$ cat src/rtl/pkt_fifo_ctrl.sv
// Pointer/flag controller for a 128x8 packet FIFO with commit/abort rollback.
// Optional sticky error flags are enabled with `define PKT_FIFO_CTRL_ERR_EN.
module pkt_fifo_ctrl #(
  parameter int ADDR_W    = 7,
  parameter int AFULL_LVL = 120
) (
  input  logic              clk,
  input  logic              rst,
  input  logic              flush,
  input  logic              pkt_start,
  input  logic              wr_req,
  input  logic              pkt_commit,
  input  logic              pkt_abort,
  input  logic              rd_req,
  output logic              mem_w_en,
  output logic              mem_full,
  output logic [ADDR_W-1:0] w_count,
  output logic [ADDR_W-1:0] r_count,
  output logic              empty,
  output logic              full,
  output logic              almost_full,
  output logic [ADDR_W:0]   rd_avail,
  output logic              pkt_open,
  output logic              pkt_dropped,
`ifdef PKT_FIFO_CTRL_ERR_EN
  output logic              err_ovf,
  output logic              err_udf,
`endif
  output logic [1:0]        dbg_state
);

  // Handshake: a byte is written when mem_w_en is high at the rising edge;
  // a byte is popped when rd_req is high and empty is low at the rising edge.

  typedef enum logic [1:0] {
    IDLE = 2'd0,
    OPEN = 2'd1,
    DROP = 2'd2
  } state_t;

  localparam logic [ADDR_W:0] DEPTH = {1'b1, {ADDR_W{1'b0}}};
  localparam logic [ADDR_W:0] AFULL = (ADDR_W+1)'(AFULL_LVL);
  localparam logic [ADDR_W:0] ONE   = {{ADDR_W{1'b0}}, 1'b1};

  state_t          state_q, state_d;
  logic [ADDR_W:0] wr_ptr_q, wr_ptr_d;
  logic [ADDR_W:0] cm_ptr_q, cm_ptr_d;
  logic [ADDR_W:0] rd_ptr_q, rd_ptr_d;
  logic [ADDR_W:0] wr_inc;
  logic [ADDR_W:0] fill;
  logic            open_eff;
  logic            drop_d;

  assign fill        = wr_ptr_q - rd_ptr_q;
  assign full        = (fill == DEPTH);
  assign empty       = (cm_ptr_q == rd_ptr_q);
  assign rd_avail    = cm_ptr_q - rd_ptr_q;
  assign almost_full = (fill >= AFULL);
  assign mem_full    = full;
  assign w_count     = wr_ptr_q[ADDR_W-1:0];
  assign r_count     = rd_ptr_q[ADDR_W-1:0];
  assign pkt_open    = (state_q == OPEN);
  assign dbg_state   = state_q;

  // pkt_start in IDLE behaves as if the packet were already open this cycle.
  assign open_eff = (state_q == OPEN) || ((state_q == IDLE) && pkt_start);

  always_comb begin
    state_d  = state_q;
    wr_ptr_d = wr_ptr_q;
    cm_ptr_d = cm_ptr_q;
    rd_ptr_d = rd_ptr_q;
    wr_inc   = wr_ptr_q;
    drop_d   = 1'b0;
    mem_w_en = 1'b0;
    if (flush) begin
      state_d  = IDLE;
      wr_ptr_d = '0;
      cm_ptr_d = '0;
      rd_ptr_d = '0;
    end else begin
      if (rd_req && !empty) rd_ptr_d = rd_ptr_q + ONE;
      if (open_eff) begin
        if (pkt_abort) begin
          wr_ptr_d = cm_ptr_q;
          drop_d   = 1'b1;
          state_d  = IDLE;
        end else if (wr_req && full) begin
          wr_ptr_d = cm_ptr_q;
          drop_d   = 1'b1;
          state_d  = DROP;
        end else begin
          mem_w_en = wr_req;
          wr_inc   = wr_req ? (wr_ptr_q + ONE) : wr_ptr_q;
          wr_ptr_d = wr_inc;
          if (pkt_commit) begin
            cm_ptr_d = wr_inc;
            state_d  = IDLE;
          end else begin
            state_d  = OPEN;
          end
        end
      end else if ((state_q == DROP) && (pkt_commit || pkt_abort)) begin
        state_d = IDLE;
      end
    end
  end

  always_ff @(posedge clk or posedge rst) begin
    if (rst) begin
      state_q     <= IDLE;
      wr_ptr_q    <= '0;
      cm_ptr_q    <= '0;
      rd_ptr_q    <= '0;
      pkt_dropped <= 1'b0;
    end else begin
      state_q     <= state_d;
      wr_ptr_q    <= wr_ptr_d;
      cm_ptr_q    <= cm_ptr_d;
      rd_ptr_q    <= rd_ptr_d;
      pkt_dropped <= drop_d;
    end
  end

`ifdef PKT_FIFO_CTRL_ERR_EN
  logic ovf_evt, udf_evt;
  assign ovf_evt = open_eff && wr_req && full;
  assign udf_evt = rd_req && empty;

  always_ff @(posedge clk or posedge rst) begin
    if (rst) begin
      err_ovf <= 1'b0;
      err_udf <= 1'b0;
    end else if (flush) begin
      err_ovf <= 1'b0;
      err_udf <= 1'b0;
    end else begin
      if (ovf_evt) err_ovf <= 1'b1;
      if (udf_evt) err_udf <= 1'b1;
    end
  end
`endif

endmodule

$ cat config.mk
export PLATFORM = sky130hd
export DESIGN_NAME = pkt_fifo_ctrl
export DESIGN_NICKNAME = d
export VERILOG_FILES = /design/src/rtl/pkt_fifo_ctrl.sv
export SDC_FILE = /design/constraint.sdc
export NUM_CORES = 1
export LEC_CHECK = 0
export ABC_CLOCK_PERIOD_IN_PS = 7500
export CAP_MARGIN = 20
export CORE_MARGIN = 2
export CORE_UTILIZATION = 38
export DETAILED_ROUTE_END_ITERATION = 10
export HOLD_SLACK_MARGIN = 0.03
export SYNTH_ARGS = -nofsm -noshare
export SYNTH_HDL_FRONTEND = slang
export SYNTH_SLANG_ARGS = --single-unit
$ cat constraint.sdc
create_clock -name clk -period 7.5 [get_ports clk]
set_clock_uncertainty 0.1 [all_clocks]
set_input_delay 1.5 -clock clk [delete_from_list [all_inputs] [get_ports clk]]
set_output_delay 1.5 -clock clk [all_outputs]
set_load 0.03 [all_outputs]
==> results.sh, run 1 <==
export IMPL_drc_errors=0
export IMPL_finalSetupViolations=0
export IMPL_final_net_count=317
export IMPL_antenna_found_initial=0
export IMPL_area_growth_pct=16.3
export IMPL_stdcell_area_mm2=0.00275
export IMPL_cts_root_buffer="clkbuf_8"
export IMPL_cp_max_fo=11
export IMPL_drive_gt1_frac=0.0550
export IMPL_ir_drop_v=0.000100
export IMPL_clkSinkCount=27
export IMPL_dp_hpwl_mm=4.28
export IMPL_netlist_top_cells_area="dfrtp_1 29%, ha_1 8.5%, buf_4 5.1%"
export IMPL_ctsHoldBuffers=0
export IMPL_timing_setup_tns_ps=0
export IMPL_synth_cells=275
export IMPL_worst_pin_slew_ps=654
export IMPL_slew_viol_final=0
export IMPL_grt_pass1_vias=2007
export IMPL_relSlewSlack=0.562
export IMPL_grt_overflow=0
export IMPL_synth_ff_type="dfrtp_1"
export IMPL_crit_type="input port to primary output"
export IMPL_cts_tree="built"
export IMPL_power_density_mw_per_mm2=168
export IMPL_wl_mm=5.70
export IMPL_syn_cell_area_mm2=0.00236
export IMPL_clockBufferDepth=2
export IMPL_synth_nets=300
export IMPL_htree_levels=1
export IMPL_grtUsageTotal=0.169
export IMPL_vias=2002
export IMPL_finalHoldViolCount=0
export IMPL_drt_iter0_drc=85
export IMPL_cp_slowest_cell="clkdlybuf4s50_1"
export IMPL_io_pins=39
export IMPL_drtAntennaViolNets=0
export IMPL_synth_top_area_frac=0.286
export IMPL_period_share=0.685
export IMPL_die_w_um=82.8
export IMPL_path_clk_slew_ps=120
export IMPL_synth_most_common_cell="nor2_1"
export IMPL_cts_buffers_inserted=3
export IMPL_cp_start_kind="input port"
export IMPL_cts_resized=0
export IMPL_post_cts_buffers=0
export IMPL_p_clk_frac=0.211
export IMPL_p_sw_w=0.000187
export IMPL_core_area_mm2=0.00596
export IMPL_async_flop_share=1.00
export IMPL_ys_types=56
export IMPL_wire_per_inst_um=15.6
export IMPL_first_pass_iters=4
export IMPL_end_kind="primary output"
export IMPL_required_ps=5900
export IMPL_synth_commonest_cells="32 x nor2_1, 27 x dfrtp_1, 16 x buf_4, 16 x ha_1, 16 x nand2_1"
export IMPL_ys_seq_area_frac=0.286
export IMPL_grt_start_max_net_pins=28
export IMPL_grt_pass1_wl_mm=9.74
export IMPL_status="finished, final reports clean"
export IMPL_slowest_delay_ps=710
export IMPL_avgSynthCellArea_um2=8.58
export IMPL_clkLatencyLatePin_ps=290
export IMPL_min_period_ps=5140
export IMPL_vias_per_cell=5.47
export IMPL_p_int_w=0.000275
export IMPL_place_area_mm2=0.00270
export IMPL_io_buffers=38
export IMPL_power_frac_seq=0.339
export IMPL_synth_seq_cells=27
export IMPL_grt_setup_unrepaired="no"
export IMPL_synth_edff_count=0
export IMPL_dieArea_mm2=0.00686
export IMPL_max_freq_mhz=195
export IMPL_initial_utilization=0.396
export IMPL_netSwitchingFraction=0.404
export IMPL_hold_path_class="register to register"
export IMPL_p_comb_frac=0.450
export IMPL_finalPower_w=0.000462
export IMPL_die_h_um=82.8
export IMPL_num_rows=28
export IMPL_gp_congestion=0.829
export IMPL_synth_area_leader_cell="dfrtp_1"
export IMPL_path_cells="clkdlybuf4s50_1 > nor2_1 > nor2_1 > nand2_1 > nor4_1 > clkdlybuf4s50_1"
export IMPL_rr_worst_depth=8
export IMPL_max_cap_violations=0
export IMPL_whs_path_depth=2
export IMPL_antenna_cells=0
export IMPL_yosys_warnings=0
export IMPL_cp_arrival_ps=3540
export IMPL_power_leakage_nw=1.24
## sequential cells by signal, indices dropped and copies added (netlist names)
signal and count:
cm_ptr_q 8, rd_ptr_q 8, wr_ptr_q 8, dbg_state 2, pkt_dropped 1
## power groups by stage
stage | clock network, W | registers [W] | logic (W)
6_report | 0.0000973 | 0.000157 | 0.000208
4_1_cts | 0.000101 | 0.000157 | 0.000211
3_5_place_dp | 0 | 0.000160 | 0.000210
5_1_grt | 0.000108 | 0.000158 | 0.000225
3_3_place_gp | 0 | 0.000160 | 0.000207
2_1_floorplan | 0 | 0.000159 | 0.000147
## worst paths after layout
check | start | end | slack (ps)
hold reg to reg | cm_ptr_q[4] | cm_ptr_q[4] | 490
setup reg to reg | wr_ptr_q[3] | wr_ptr_q[3] | 4340
setup / recovery | pkt_start | mem_w_en | 2360
max in group asynchronous | rst | cm_ptr_q[3] | 5490
hold / removal | cm_ptr_q[4] | cm_ptr_q[4] | 490
min in group asynchronous | rst | rd_ptr_q[5] | 1380
## final cells by class
cell class | count | area (um^2)
clock inverters | 1 | 8.76
flip-flops and latches | 27 | 676
inverters | 15 | 56.3
fillers | 620 | 3210
repair buffers | 40 | 415
multi-input cells | 205 | 1450
clock buffers | 3 | 41.3
well taps | 75 | 93.8
## cells in the final DEF, fill, tap and decap left out, drive strengths merged, types with 9 or more instances in the layout
| master | synthesis | final |
|---|---|---|
| a21oi | 13 | 13 |
| clkdlybuf4s50 | 0 | 38 |
| dfrtp | 27 | 27 |
| ha | 16 | 16 |
| inv | 15 | 16 |
| nand2 | 16 | 16 |
| nand3 | 9 | 9 |
| nor2 | 32 | 32 |
| o21ai | 9 | 9 |
| xnor2 | 12 | 12 |
| xor2 | 12 | 12 |
## critical path, delay by kind of cell
kind                   cells  cell delay (ps)
buffers and inverters      2             1160
and+or+nand+nor            4              870
## routing by layer
| layer | part of all wire | track usage | routed length [um] | up-vias |
|---|---|---|---|---|
| met1 | 0.47 | 0.226 | 2700 | 966 |
| met3 | 0.036 | 0.0278 | 203 | 2 |
| met4 | 0.0026 | 0.0134 | 15 | 0 |
| met5 | 0 | 0 | 0 | - |
| li1 | - | - | - | 992 |
| met2 | 0.49 | 0.299 | 2770 | 42 |
## logic make-up after synthesis
family,share of synthesized area
buf+inv,0.0976
fa+ha+maj,0.0933
compound gates,0.164
flops,0.286
xor+xnor,0.0891
simple gates,0.220
mux,0.0498
## per-stage QoR
| stage | util | setup WS [ps] | instances | hold slack [ps] |
|---|---|---|---|---|
| 3_3_place_gp | 0.448 | 2390 | 361 | 459 |
| 4_1_cts | 0.461 | 2360 | 366 | 492 |
| 6_report | 0.461 | 2360 | 366 | 490 |
| 2_1_floorplan | - | 2910 | 275 | 408 |
| 5_1_grt | 0.461 | 2110 | 366 | 561 |
| 3_5_place_dp | 0.453 | 2350 | 362 | 462 |
Power figures use the tool's default switching activity.
==> run 2, diff against run 1 <==
--- a/config.mk
+++ b/config.mk
@@ -5,7 +5,7 @@
 export SDC_FILE = /design/constraint.sdc
 export NUM_CORES = 1
 export LEC_CHECK = 0
-export ABC_CLOCK_PERIOD_IN_PS = 7500
+export ABC_CLOCK_PERIOD_IN_PS = 5400
 export CAP_MARGIN = 20
 export CORE_MARGIN = 2
 export CORE_UTILIZATION = 38
==> constraint.sdc (replaced) <==
create_clock -name clk -period 5.4 [get_ports clk]
set_clock_uncertainty 0.1 [all_clocks]
set_input_delay 1.08 -clock clk [delete_from_list [all_inputs] [get_ports clk]]
set_output_delay 1.08 -clock clk [all_outputs]
set_load 0.03 [all_outputs]
==> results.sh, run 2 (synthesis results as in run 1) <==
export IMPL_status="finished, final reports clean"
export IMPL_drive_gt1_frac=0.0550
export IMPL_cts_buffers_inserted=3
export IMPL_wire_per_inst_um=15.3
export IMPL_drt_iter0_drc=90
export IMPL_hold_path_class="register to register"
export IMPL_initial_utilization=0.396
export IMPL_ir_drop_v=0.000106
export IMPL_cts_tree="built"
export IMPL_clkSinkCount=27
export IMPL_htree_levels=1
export IMPL_top_regs="cm_ptr_q x8, rd_ptr_q x8, wr_ptr_q x8"
export IMPL_hold_ws_ps=499
export IMPL_fill_cells=610
export IMPL_cts_root_buffer="clkbuf_8"
export IMPL_vias=1988
export IMPL_cp_arrival_ps=3370
export IMPL_slowest_delay_ps=720
export IMPL_stdcell_area_mm2=0.00274
export IMPL_reg2reg_setup_slack_ps=2280
export IMPL_wl_mm=5.58
export IMPL_grt_start_max_net_pins=28
export IMPL_max_cap_violations=0
export IMPL_path_cells="inv_1 > ha_1 > nand2b_4 > a21boi_1 > or4_4 > a2111oi_4 > and3b_1 > clkdlybuf4s50_1"
export IMPL_finalHoldViolCount=0
export IMPL_dp_hpwl_mm=4.23
export IMPL_finalSetupViolations=0
export IMPL_final_common_cell="clkdlybuf4s50_1"
export IMPL_slew_viol_final=0
export IMPL_antenna_found_initial=0
export IMPL_fin_util=0.461
export IMPL_io_buffers=38
export IMPL_io_pins=39
export IMPL_min_period_ps=4550
export IMPL_met1_usage=0.234
export IMPL_drtAntennaViolNets=0
export IMPL_first_pass_iters=4
export IMPL_max_freq_mhz=220
export IMPL_multi_input_area_mm2=0.00145
export IMPL_grt_setup_unrepaired="no"
export IMPL_post_cts_buffers=0
export IMPL_crit_buf_inv=2
export IMPL_end_kind="primary output"
export IMPL_drc_errors=0
export IMPL_period_share=0.842
export IMPL_use_met2=0.266
export IMPL_grt_busiest_layer="met2"
export IMPL_place_ws_ps=1110
export IMPL_antenna_cells=0
export IMPL_timing_setup_tns_ps=0
export IMPL_cts_resized=0
export IMPL_grt_pass1_wl_mm=9.41
export IMPL_die_w_um=82.8
export IMPL_path_clk_slew_ps=100
export IMPL_relSlewSlack=0.572
export IMPL_final_seq_area_um2=676
export IMPL_core_area_mm2=0.00596
export IMPL_required_ps=4220
export IMPL_vias_per_cell=5.43
export IMPL_grt_overflow=0
export IMPL_crit_type="register to primary output"
export IMPL_grtUsageTotal=0.167
export IMPL_use_met3=0.0328
export IMPL_place_area_mm2=0.00270
export IMPL_clkLatencyLatePin_ps=290
export IMPL_power_leakage_nw=1.24
export IMPL_ctsHoldBuffers=0
export IMPL_die_h_um=82.8
export IMPL_area_growth_pct=16.3
export IMPL_worst_pin_slew_ps=642
export IMPL_setup_ws_ps=852
export IMPL_clockBufferDepth=2
export IMPL_dieArea_mm2=0.00686
export IMPL_cp_max_fo=6
export IMPL_crit_family="simple AND/OR/NAND/NOR gates"
export IMPL_cp_slowest_cell="clkdlybuf4s50_1"
export IMPL_num_rows=28
export IMPL_power_density_mw_per_mm2=232
export IMPL_final_net_count=317
export IMPL_final_cell_mix="38 x clkdlybuf4s50_1, 32 x nor2_1, 27 x dfrtp_1"
export IMPL_gp_congestion=0.847
export IMPL_cp_start_kind="register"
export IMPL_grt_pass1_vias=1857
-- run 2: power by group --
part / internal, W / switching, W
clock: 0.0000528 / 0.0000767
sequential: 0.000208 / 0.00000998
combinational: 0.000120 / 0.000169
-- run 2: metrics by stage --
stage               total power [W]  std cells
floorplan                  0.000425        275
global placement           0.000511        361
detailed placement         0.000514        362
CTS                        0.000646        366
global route               0.000673        366
finish                     0.000637        366
-- run 2: cell type report --
class	instances	share of cell area
Multi-Input combinational cell	205	0.530
Sequential cell	27	0.246
Timing Repair Buffer	40	0.151
Tap cell	75	0.0342
Inverter	15	0.0205
Clock buffer	3	0.0150
Clock inverter	1	0.00274
-- run 2: path summary, 6_finish.rpt --
path                        startpoint          end  depth (start not counted)
setup / recovery           rd_ptr_q[1]     mem_full                          8
max in group asynchronous          rst  cm_ptr_q[5]                          3
hold reg to reg            cm_ptr_q[5]  cm_ptr_q[5]                          2
hold / removal             cm_ptr_q[5]  cm_ptr_q[5]                          2
setup reg to reg           wr_ptr_q[3]  wr_ptr_q[3]                          8
min in group asynchronous          rst  rd_ptr_q[5]                          2
-- run 2: worst min-delay path: cells and delay by family (launching register included) --
kind,cells,cell delay (ps)
flip-flops,1,400
multiplexers,1,80
AND/OR/NAND/NOR,1,80
-- run 2: per-layer routing --
| metal | vias up | routed length, um |
|---|---|---|
| li1 | 989 | - |
| met1 | 955 | 2750 |
| met2 | 39 | 2600 |
| met3 | 5 | 195 |
| met4 | 0 | 38 |
| met5 | - | 0 |
==> run 3, diff against run 2 <==
--- a/config.mk
+++ b/config.mk
@@ -5,7 +5,7 @@
 export SDC_FILE = /design/constraint.sdc
 export NUM_CORES = 1
 export LEC_CHECK = 0
-export ABC_CLOCK_PERIOD_IN_PS = 5400
+export ABC_CLOCK_PERIOD_IN_PS = 4100
 export CAP_MARGIN = 20
 export CORE_MARGIN = 2
 export CORE_UTILIZATION = 38
==> constraint.sdc (replaced) <==
create_clock -name clk -period 4.1 [get_ports clk]
set_clock_uncertainty 0.1 [all_clocks]
set_input_delay 0.82 -clock clk [delete_from_list [all_inputs] [get_ports clk]]
set_output_delay 0.82 -clock clk [all_outputs]
set_load 0.03 [all_outputs]
==> results.sh, run 3 (synthesis results as in run 1) <==
export IMPL_status="finished, final reports clean"
export IMPL_min_period_ps=3950
export IMPL_end_kind="primary output"
export IMPL_io_buffers=38
export IMPL_crit_type="register to primary output"
export IMPL_area_growth_pct=18.3
export IMPL_clkLatencyLatePin_ps=280
export IMPL_die_h_um=82.8
export IMPL_cts_tree="built"
export IMPL_first_pass_iters=4
export IMPL_wl_mm=5.82
export IMPL_io_pins=39
export IMPL_cts_root_buffer="clkbuf_8"
export IMPL_grtUsageTotal=0.173
export IMPL_required_ps=3180
export IMPL_num_rows=28
export IMPL_die_w_um=82.8
export IMPL_ir_drop_v=0.000156
export IMPL_worst_pin_slew_ps=726
export IMPL_reg2reg_setup_slack_ps=930
export IMPL_power_leakage_nw=1.29
export IMPL_dp_hpwl_mm=4.41
export IMPL_finalSetupViolations=0
export IMPL_clkSinkCount=27
export IMPL_grt_pass1_vias=1971
export IMPL_cp_arrival_ps=3030
export IMPL_relSlewSlack=0.516
export IMPL_period_share=0.963
export IMPL_final_net_count=327
export IMPL_grt_setup_unrepaired="yes"
export IMPL_stdcell_area_mm2=0.00279
export IMPL_drive_gt1_frac=0.0897
export IMPL_setup_ws_ps=151
export IMPL_grt_overflow=0
export IMPL_drc_errors=0
export IMPL_multi_input_area_mm2=0.00145
export IMPL_clockBufferDepth=2
export IMPL_antenna_cells=0
export IMPL_antenna_found_initial=0
export IMPL_wire_per_inst_um=15.5
export IMPL_drtAntennaViolNets=0
export IMPL_dieArea_mm2=0.00686
export IMPL_grt_start_max_net_pins=28
export IMPL_drt_iter0_drc=109
export IMPL_final_common_cell="clkdlybuf4s50_1"
export IMPL_cp_max_fo=6
export IMPL_max_cap_violations=0
export IMPL_cp_start_kind="register"
export IMPL_final_seq_area_um2=676
export IMPL_top_regs="cm_ptr_q x8, rd_ptr_q x8, wr_ptr_q x8"
export IMPL_gp_congestion=0.827
export IMPL_post_cts_buffers=0
export IMPL_grt_pass1_wl_mm=9.73
export IMPL_htree_levels=1
export IMPL_final_cell_mix="35 x clkdlybuf4s50_1, 32 x nor2_1, 27 x dfrtp_1"
export IMPL_place_area_mm2=0.00275
export IMPL_place_inst=372
export IMPL_fin_cells=376
export IMPL_power_density_mw_per_mm2=299
export IMPL_path_clk_slew_ps=110
export IMPL_finalPower_w=0.000834
export IMPL_vias_per_cell=5.46
export IMPL_cts_buffers_inserted=3
export IMPL_fill_cells=581
export IMPL_max_freq_mhz=253
export IMPL_slew_viol_final=0
export IMPL_initial_utilization=0.396
export IMPL_vias=2054
export IMPL_hold_path_class="register to register"
export IMPL_place_ws_ps=140
export IMPL_core_area_mm2=0.00596
export IMPL_finalHoldViolCount=0
==> run 3: through the flow <==
step	hold slack [ps]	utilization	setup TNS, ps
5_1_grt	539	0.469	-4.77
4_1_cts	522	0.469	0
3_5_place_dp	495	0.462	0
3_3_place_gp	463	0.462	0
2_1_floorplan	408	-	0
6_report	516	0.469	0
==> run 3: timing repair <==
item,CTS,global route
hold buffers,0,0
setup endpoints to repair,3,3
gates resized for setup,3,3
==> run 3: area by class of cell <==
cell class	instances	share of cell area
well taps	75	0.0336
flip-flops and latches	27	0.242
clock inverters	1	0.00269
multi-input cells	205	0.521
clock buffers	3	0.0148
repair buffers	50	0.166
inverters	15	0.0202
==> run 3: worst max-delay path, cell delays in order, from the launching register on <==
cell,delay [ps]
dfrtp_1,460
ha_1,370
nand2b_4,100
a21boi_1,90
or4_4,510
a2111oi_4,440
and3b_1,340
dlygate4sd2_1,430
==> run 3: path summary, 6_finish.rpt <==
path                        startpoint  cells past startpoint     endpoint
min                        cm_ptr_q[4]                      2  cm_ptr_q[4]
min in group asynchronous          rst                      3  wr_ptr_q[5]
min reg2reg                cm_ptr_q[4]                      2  cm_ptr_q[4]
max reg2reg                rd_ptr_q[3]                      9  wr_ptr_q[3]
max                        wr_ptr_q[1]                      7     mem_full
max in group asynchronous          rst                      3  rd_ptr_q[0]
==> run 3: report_power, final <==
part           internal, W  switching (W)  leakage, nW
combinational     0.000158       0.000228        0.896
clock            0.0000693      0.0000956       0.0217
sequential        0.000274     0.00000929        0.374
==> run 3: layer usage <==
| layer | up-vias | global-route usage | wire [um] |
|---|---|---|---|
| met2 | 50 | 0.294 | 2790 |
| met4 | 0 | 0.0268 | 22 |
| li1 | 1011 | - | - |
| met1 | 991 | 0.233 | 2740 |
| met3 | 2 | 0.0328 | 270 |
| met5 | - | 0 | 0 |
